### config.mk
export PLATFORM = sky130hd
export DESIGN_NAME = frame_marker_inserter
export DESIGN_NICKNAME = d
export VERILOG_FILES = /design/src/rtl/interleaver_pkg.sv /design/src/rtl/marker_prn_gen.sv /design/src/rtl/frame_marker_inserter.sv
export SDC_FILE = /design/constraint.sdc
export NUM_CORES = 1
export LEC_CHECK = 0
export CORE_MARGIN = 10
export CORE_UTILIZATION = 56
export DETAILED_ROUTE_END_ITERATION = 8
export GPL_TIMING_DRIVEN = 0
export PLACE_DENSITY = 0.84
export SYNTH_ARGS = -nofsm -noshare
export SYNTH_HDL_FRONTEND = slang
export SYNTH_SLANG_ARGS = --single-unit
export TNS_END_PERCENT = 10
### constraint.sdc
create_clock -name clk -period 2.8 [get_ports clk]
set_input_delay 0.56 -clock clk [delete_from_list [all_inputs] [get_ports clk]]
set_output_delay 0.56 -clock clk [all_outputs]
set_load 0.02 [all_outputs]
### src/rtl/interleaver_pkg.sv
// -----------------------------------------------------------------------------
// interleaver_pkg
// Shared definitions for the interleaver output path:
//   - frame_marker_inserter FSM state encoding
//   - default attached sync marker (ASM)
//   - CCSDS pseudo-randomizer constants and single-bit step helper
// Optional build macro consumed elsewhere: MARKER_SCRAMBLE_EN.
// -----------------------------------------------------------------------------
package interleaver_pkg;

  typedef enum logic [1:0] {
    StIdle    = 2'd0,
    StSync    = 2'd1,
    StPayload = 2'd2
  } fmi_state_e;

  localparam logic [31:0] AsmDefault = 32'h1ACFFC1D;

  // h(x) = x^8 + x^7 + x^5 + x^3 + 1. The register holds the next eight sequence
  // bits with the oldest in bit 7, so the x^7, x^5, x^3 and x^0 terms land on
  // bits 0, 2, 4 and 7.
  localparam logic [7:0] PrnTaps = 8'h95;
  localparam logic [7:0] PrnSeed = 8'hFF;

  // Advance the randomizer by one bit; bit 7 of the argument is the bit consumed.
  function automatic logic [7:0] prn_next(input logic [7:0] r);
    return {r[6:0], ^(r & PrnTaps)};
  endfunction

endpackage

### src/rtl/marker_prn_gen.sv
// -----------------------------------------------------------------------------
// marker_prn_gen
// CCSDS pseudo-randomizer producing width sequence bits per step. prn_o shows
// the bits for the current beat, MSB = earliest sequence bit. Only instantiated
// when MARKER_SCRAMBLE_EN is defined.
// Ports:
//   clk          clock
//   rst          asynchronous reset, active-high (loads the seed)
//   seed_load_i  reload the seed on the next edge (has priority)
//   advance_i    consume width bits on the next edge
//   prn_o        current width-bit sequence chunk
// -----------------------------------------------------------------------------
module marker_prn_gen
  import interleaver_pkg::*;
#(
  parameter int unsigned width = 1
) (
  input  logic             clk,
  input  logic             rst,
  input  logic             seed_load_i,
  input  logic             advance_i,
  output logic [width-1:0] prn_o
);

  logic [7:0] lfsr_q, lfsr_d, lfsr_step;

  always_comb begin
    lfsr_step = lfsr_q;
    prn_o     = '0;
    for (int unsigned i = 0; i < width; i++) begin
      prn_o[width-1-i] = lfsr_step[7];
      lfsr_step        = prn_next(lfsr_step);
    end
  end

  always_comb begin
    lfsr_d = lfsr_q;
    if (seed_load_i) begin
      lfsr_d = PrnSeed;
    end else if (advance_i) begin
      lfsr_d = lfsr_step;
    end
  end

  always_ff @(posedge clk or posedge rst) begin
    if (rst) begin
      lfsr_q <= PrnSeed;
    end else begin
      lfsr_q <= lfsr_d;
    end
  end

endmodule

### src/rtl/frame_marker_inserter.sv
// -----------------------------------------------------------------------------
// frame_marker_inserter
// Prepends a fixed attached sync marker (sync_len chunks of width bits, MSB
// first) to every tlast-delimited block from the interleaver and forwards the
// payload. All m_axis_* outputs are registered.
// Optional macro MARKER_SCRAMBLE_EN: payload beats (never marker beats) are XORed
// with the CCSDS pseudo-randomizer, reseeded at the start of every payload.
// Ports:
//   clk, rst                  clock, asynchronous active-high reset
//   s_axis_tdata/tvalid/tlast payload input, s_axis_tready back to interleaver
//   m_axis_tdata/tvalid       marker or payload beat
//   m_axis_tuser              first marker beat of a frame
//   m_axis_tlast              last payload beat of a frame
//   m_axis_tready             downstream ready
//   frame_cnt                 completed frames emitted (wraps)
// -----------------------------------------------------------------------------
module frame_marker_inserter
  import interleaver_pkg::*;
#(
  parameter int unsigned                  width     = 1,
  parameter int unsigned                  sync_len  = 32,
  parameter logic [width*sync_len-1:0]    sync_word = AsmDefault,
  parameter int unsigned                  cnt_width = 16
) (
  input  logic                 clk,
  input  logic                 rst,
  input  logic [width-1:0]     s_axis_tdata,
  input  logic                 s_axis_tvalid,
  input  logic                 s_axis_tlast,
  output logic                 s_axis_tready,
  output logic [width-1:0]     m_axis_tdata,
  output logic                 m_axis_tvalid,
  output logic                 m_axis_tuser,
  output logic                 m_axis_tlast,
  input  logic                 m_axis_tready,
  output logic [cnt_width-1:0] frame_cnt
);

  localparam int unsigned     CntW    = (sync_len > 1) ? $clog2(sync_len) : 1;
  localparam logic [CntW-1:0] LastIdx = CntW'(sync_len - 1);

  fmi_state_e state_q, state_d;
  logic [CntW-1:0]      mcnt_q, mcnt_d;
  logic [width-1:0]     tdata_q, tdata_d;
  logic                 tvalid_q, tvalid_d;
  logic                 tuser_q, tuser_d;
  logic                 tlast_q, tlast_d;
  logic [cnt_width-1:0] frame_cnt_q;

  logic             slot_free;
  logic             s_ready;
  logic             s_hs;
  logic [width-1:0] payload;

  // Chunk 0 is the most significant width bits of the marker.
  function automatic logic [width-1:0] marker_chunk(input logic [CntW-1:0] idx);
    return sync_word[(int'(sync_len) - 1 - int'(idx)) * int'(width) +: width];
  endfunction

  assign slot_free = ~tvalid_q | m_axis_tready;
  assign s_hs      = s_ready & s_axis_tvalid;

`ifdef MARKER_SCRAMBLE_EN
  logic [width-1:0] prn;
  logic             seed_load;

  // Reseed on the edge that enters PAYLOAD so every frame restarts the sequence.
  assign seed_load = (state_d == StPayload) && (state_q != StPayload);

  marker_prn_gen #(
    .width(width)
  ) u_prn (
    .clk        (clk),
    .rst        (rst),
    .seed_load_i(seed_load),
    .advance_i  (s_hs),
    .prn_o      (prn)
  );

  assign payload = s_axis_tdata ^ prn;
`else
  assign payload = s_axis_tdata;
`endif

  // State register.
  always_ff @(posedge clk or posedge rst) begin
    if (rst) begin
      state_q <= StIdle;
      mcnt_q  <= '0;
    end else begin
      state_q <= state_d;
      mcnt_q  <= mcnt_d;
    end
  end

  // Next-state logic.
  always_comb begin
    state_d = state_q;
    mcnt_d  = mcnt_q;
    case (state_q)
      StIdle: begin
        if (s_axis_tvalid && slot_free) begin
          if (sync_len == 1) begin
            state_d = StPayload;
            mcnt_d  = '0;
          end else begin
            state_d = StSync;
            mcnt_d  = CntW'(1);
          end
        end
      end
      StSync: begin
        if (slot_free) begin
          if (mcnt_q == LastIdx) begin
            state_d = StPayload;
            mcnt_d  = '0;
          end else begin
            mcnt_d = mcnt_q + CntW'(1);
          end
        end
      end
      StPayload: begin
        if (s_hs && s_axis_tlast) begin
          state_d = StIdle;
        end
      end
      default: begin
        state_d = StIdle;
        mcnt_d  = '0;
      end
    endcase
  end

  // Output logic: next value of the output register and the input ready.
  always_comb begin
    tdata_d  = tdata_q;
    tvalid_d = tvalid_q;
    tuser_d  = tuser_q;
    tlast_d  = tlast_q;
    s_ready  = 1'b0;
    case (state_q)
      StIdle: begin
        if (s_axis_tvalid && slot_free) begin
          tdata_d  = marker_chunk('0);
          tvalid_d = 1'b1;
          tuser_d  = 1'b1;
          tlast_d  = 1'b0;
        end else if (slot_free) begin
          tvalid_d = 1'b0;
        end
      end
      StSync: begin
        if (slot_free) begin
          tdata_d  = marker_chunk(mcnt_q);
          tvalid_d = 1'b1;
          tuser_d  = 1'b0;
          tlast_d  = 1'b0;
        end
      end
      StPayload: begin
        s_ready = slot_free;
        if (slot_free && s_axis_tvalid) begin
          tdata_d  = payload;
          tvalid_d = 1'b1;
          tuser_d  = 1'b0;
          tlast_d  = s_axis_tlast;
        end else if (slot_free) begin
          tvalid_d = 1'b0;
        end
      end
      default: begin
        tvalid_d = 1'b0;
      end
    endcase
  end

  always_ff @(posedge clk or posedge rst) begin
    if (rst) begin
      tdata_q  <= '0;
      tvalid_q <= 1'b0;
      tuser_q  <= 1'b0;
      tlast_q  <= 1'b0;
    end else begin
      tdata_q  <= tdata_d;
      tvalid_q <= tvalid_d;
      tuser_q  <= tuser_d;
      tlast_q  <= tlast_d;
    end
  end

  always_ff @(posedge clk or posedge rst) begin
    if (rst) begin
      frame_cnt_q <= '0;
    end else if (tvalid_q && m_axis_tready && tlast_q) begin
      frame_cnt_q <= frame_cnt_q + cnt_width'(1);
    end
  end

  assign s_axis_tready = s_ready;
  assign m_axis_tdata  = tdata_q;
  assign m_axis_tvalid = tvalid_q;
  assign m_axis_tuser  = tuser_q;
  assign m_axis_tlast  = tlast_q;
  assign frame_cnt     = frame_cnt_q;

endmodule

==> metrics <==
Hold Violations, Final=0; area occupied by multi-input gates=810 µm²; outcome=finished, final reports clean; asr flop ratio synth=1.00; maximum frequency from static timing analysis=378 MHz; register-to-register setup slack=0.85 ns; Largest delay share family, worst path=buffers and inverters; largest net degree at the start of global routing=28; Post-Synthesis Mean Instance Area=10.7 µm²; biggest fanout along the worst timing path=10; fill cell instance count of the final layout=187; R2R Path End=mcnt_q[3]$_DFFE_PP0P_; Die X=72.3 µm; Routed Antenna Nets=0; Ys Warns=0; clock edge transition at the registers on the reported setup and hold paths=approximately 0.14 ns; # rows=18; source-to-sink clock delay at the later pin of the worst-skew pair=0.31 ns; Arr. time, crit path=2.09 ns; class of the worst hold path=reg -> reg; met3 wire length=187 µm; summed negative setup slack over all endpoints=0 ns; primary flip-flop cell chosen by synthesis mapping=sky130_fd_sc_hd__dfrtp_1; relative slew slack=0.341; die area=5230 µm²; number of register bits inferred by synthesis=27; largest cells by area after synthesis=sky130_fd_sc_hd__dfrtp_1, sky130_fd_sc_hd__ha_1, sky130_fd_sc_hd__xnor2_1; overall global routing resource usage=0.122; clock period minus worst slack=2.65 ns; Power per Cell Area=around 640 nW/µm²; count of vias placed by the detailed router=around 1100; count of final max-slew check failures=0; met1 layer wirelength in the final routing=1310 µm; final net count=189; Post-CTS Hold Buffers=0; sequential standard cell area=676 µm²; Num CTS Buffers=3; most numerous cell types in the synthesized netlist=sky130_fd_sc_hd__dfrtp_1, sky130_fd_sc_hd__xnor2_1; weighted congestion reported at the end of routability-driven placement=0.783; CP required=2.24 ns; count of clock tree sinks=27; buffers and inverters on the worst path=3; Avg WL per Cell=15.1 µm; category of the worst setup path capture point=primary output; number of placed I/O pins=27; number of detailed-routing iterations run before antenna repair=4; vias per std cell=about 5.6; transition at the pin with the smallest max-transition slack=0.988 ns; post-synthesis cell type with the largest combined area=sky130_fd_sc_hd__dfrtp_1; MaxCap Viol Count=0; end of the critical path=s_axis_tready; RSZ-0062 raised after global routing=no; Critical path origin=state_q[0]$_DFFE_PP0P_; depth of the critical timing path with buffers and inverters included=5; Post-CTS Resized=0; Max Clock Skew=~0.0019 ns; number of cell instances on the worst register-to-register path=6; post-synthesis cell area=around 1500 µm²; Crit Path Category=reg -> out; number of instances in the synthesized netlist=143; global-route wire length before repair=5280 µm; Met2 Routed Length=1570 µm; area growth from synthesis to final layout=21.2%; Die Y-Extent=between 70 and 80 µm; starting density of the core=0.602; Setup Buffers After CTS=0; number of enable flip-flop cells after synthesis=0; LEAKAGE=0.869 nW; number of H-tree levels=1; worst-path cell chain=inv_1 > ha_1 > buf_2 > and2_1 > clkdlybuf4s50_1; area share of the leading cell type in the synthesized netlist=0.441; number of nets produced by synthesis=between 150 and 200; final worst-path cycle share=0.945; fraction of final layout cells sized beyond drive strength 1=0.104; slowest CP cell=sky130_fd_sc_hd__clkdlybuf4s50_1; startpoint of the most critical register-to-register path=mcnt_q[0]$_DFFE_PP0P_; worst vdd rail ir drop=0.000443 V; area of the core=2540 µm²; total overflow reported by the global router=0; setup violation total in the final timing report=0; maximum clock path buffer count=2; total chip power=1.19 mW; Critical Path Max Stage Delay=0.60 ns; total wirelength of the detailed-routed design=3080 µm; drc violations=0; clock tree from TritonCTS=yes; number of global-route vias before repair=between 1000 and 1500; initial antenna violation count=0; share of the yosys chip area belonging to registers=0.441; ANT cells=0; uppermost signal routing layer after detailed routing=met4; root buffer cell=sky130_fd_sc_hd__clkbuf_4; Detailed Place HPWL=2510 µm; IO buf count=26; Cell variety after synth=47; DRT iter0 DRCs=52; launching element type of the critical path=flip-flop; most common cell in the netlist=sky130_fd_sc_hd__dfrtp_1
-- area by class of cell --
cell class | instances | share of cell area
inverter | 8 | 0.0162
multi-input combinational | 106 | 0.436
tap | 30 | 0.0202
clock inverter | 1 | 0.00270
clock buffer | 3 | 0.0121
buffer | 2 | 0.00876
timing repair buffer | 26 | 0.140
sequential | 27 | 0.364
-- placed cells by master (no fill, tap or decap), drive strengths merged, types with 2 or more instances in the layout --
cell           netlist  routed
a21oi                3       3
a31o                 2       2
a31oi                2       2
and3                 4       4
buf                  2       2
clkbuf               0       3
clkdlybuf4s50        0      26
dfrtp               27      27
ha                   9       9
inv                  8       8
mux2                 2       2
nand2                9       9
nand2b               5       5
nand3               10      10
nand4                3       3
nor2                 9       9
nor4                 3       3
o21ai               10      10
o31ai                2       2
or2                  2       2
xnor2               10      10
xor2                 5       5
-- flip-flops by register name (all words and copies together) (netlist names) --
register / cells
frame_cnt: 16
m_axis_tlast: 1
state_q: 2
m_axis_tuser: 1
mcnt_q: 5
m_axis_tdata: 1
m_axis_tvalid: 1
-- metrics by stage --
step	setup slack, ns	instance area (µm²)	util	hold slack [ns]	std cells
after floorplan	1.03	1530	-	0.522	143
after global placement	0.179	1830	0.719	0.463	199
after detailed placement	0.178	1830	0.719	0.468	199
after CTS	0.131	1860	0.730	0.486	203
after global routing	0.0393	1860	0.730	0.500	203
final	0.153	1860	0.730	0.483	203
-- worst min-delay path by stage --
stage | startpoint | endpoint | slack, ns | cells after the start
floorplan | state_q[0]$_DFFE_PP0P_ | state_q[0]$_DFFE_PP0P_ | 0.52 | 1
CTS | frame_cnt[15]$_DFFE_PP0P_ | frame_cnt[15]$_DFFE_PP0P_ | 0.49 | 1
finish | frame_cnt[15]$_DFFE_PP0P_ | frame_cnt[15]$_DFFE_PP0P_ | 0.48 | 1
detailed placement | frame_cnt[15]$_DFFE_PP0P_ | frame_cnt[15]$_DFFE_PP0P_ | 0.47 | 1
global route | frame_cnt[15]$_DFFE_PP0P_ | frame_cnt[15]$_DFFE_PP0P_ | 0.50 | 1
global placement | frame_cnt[15]$_DFFE_PP0P_ | frame_cnt[15]$_DFFE_PP0P_ | 0.46 | 1
-- per-layer routing --
layer	track usage	up-vias
li1	-	568
met5	0	-
met3	0.0367	2
met4	0.0194	0
met2	0.224	20
met1	0.136	553
-- worst reg2reg max path, delay by kind of cell (launching register included) --
family | cells | cell delay, ns
flops | 1 | 0.47
compound gates | 1 | 0.15
fa+ha+maj | 2 | 0.47
simple gates | 3 | 0.80
-- logic make-up after synthesis --
| logic type | synth area share |
|---|---|
| buffers and inverters | 0.0302 |
| AND/OR/NAND/NOR | 0.229 |
| AO/OA/AOI/OAI | 0.126 |
| XOR/XNOR | 0.0858 |
| flip-flops | 0.441 |
| multiplexers | 0.0147 |
| adder cells (fa/ha/maj) | 0.0735 |
-- where the power goes --
part	switching, mW	internal (mW)	total [mW]
combinational	0.275	0.232	0.507
clock	0.105	0.0532	0.158
sequential	0.0780	0.447	0.525
No activity file was read; power rests on OpenSTA's default activity.
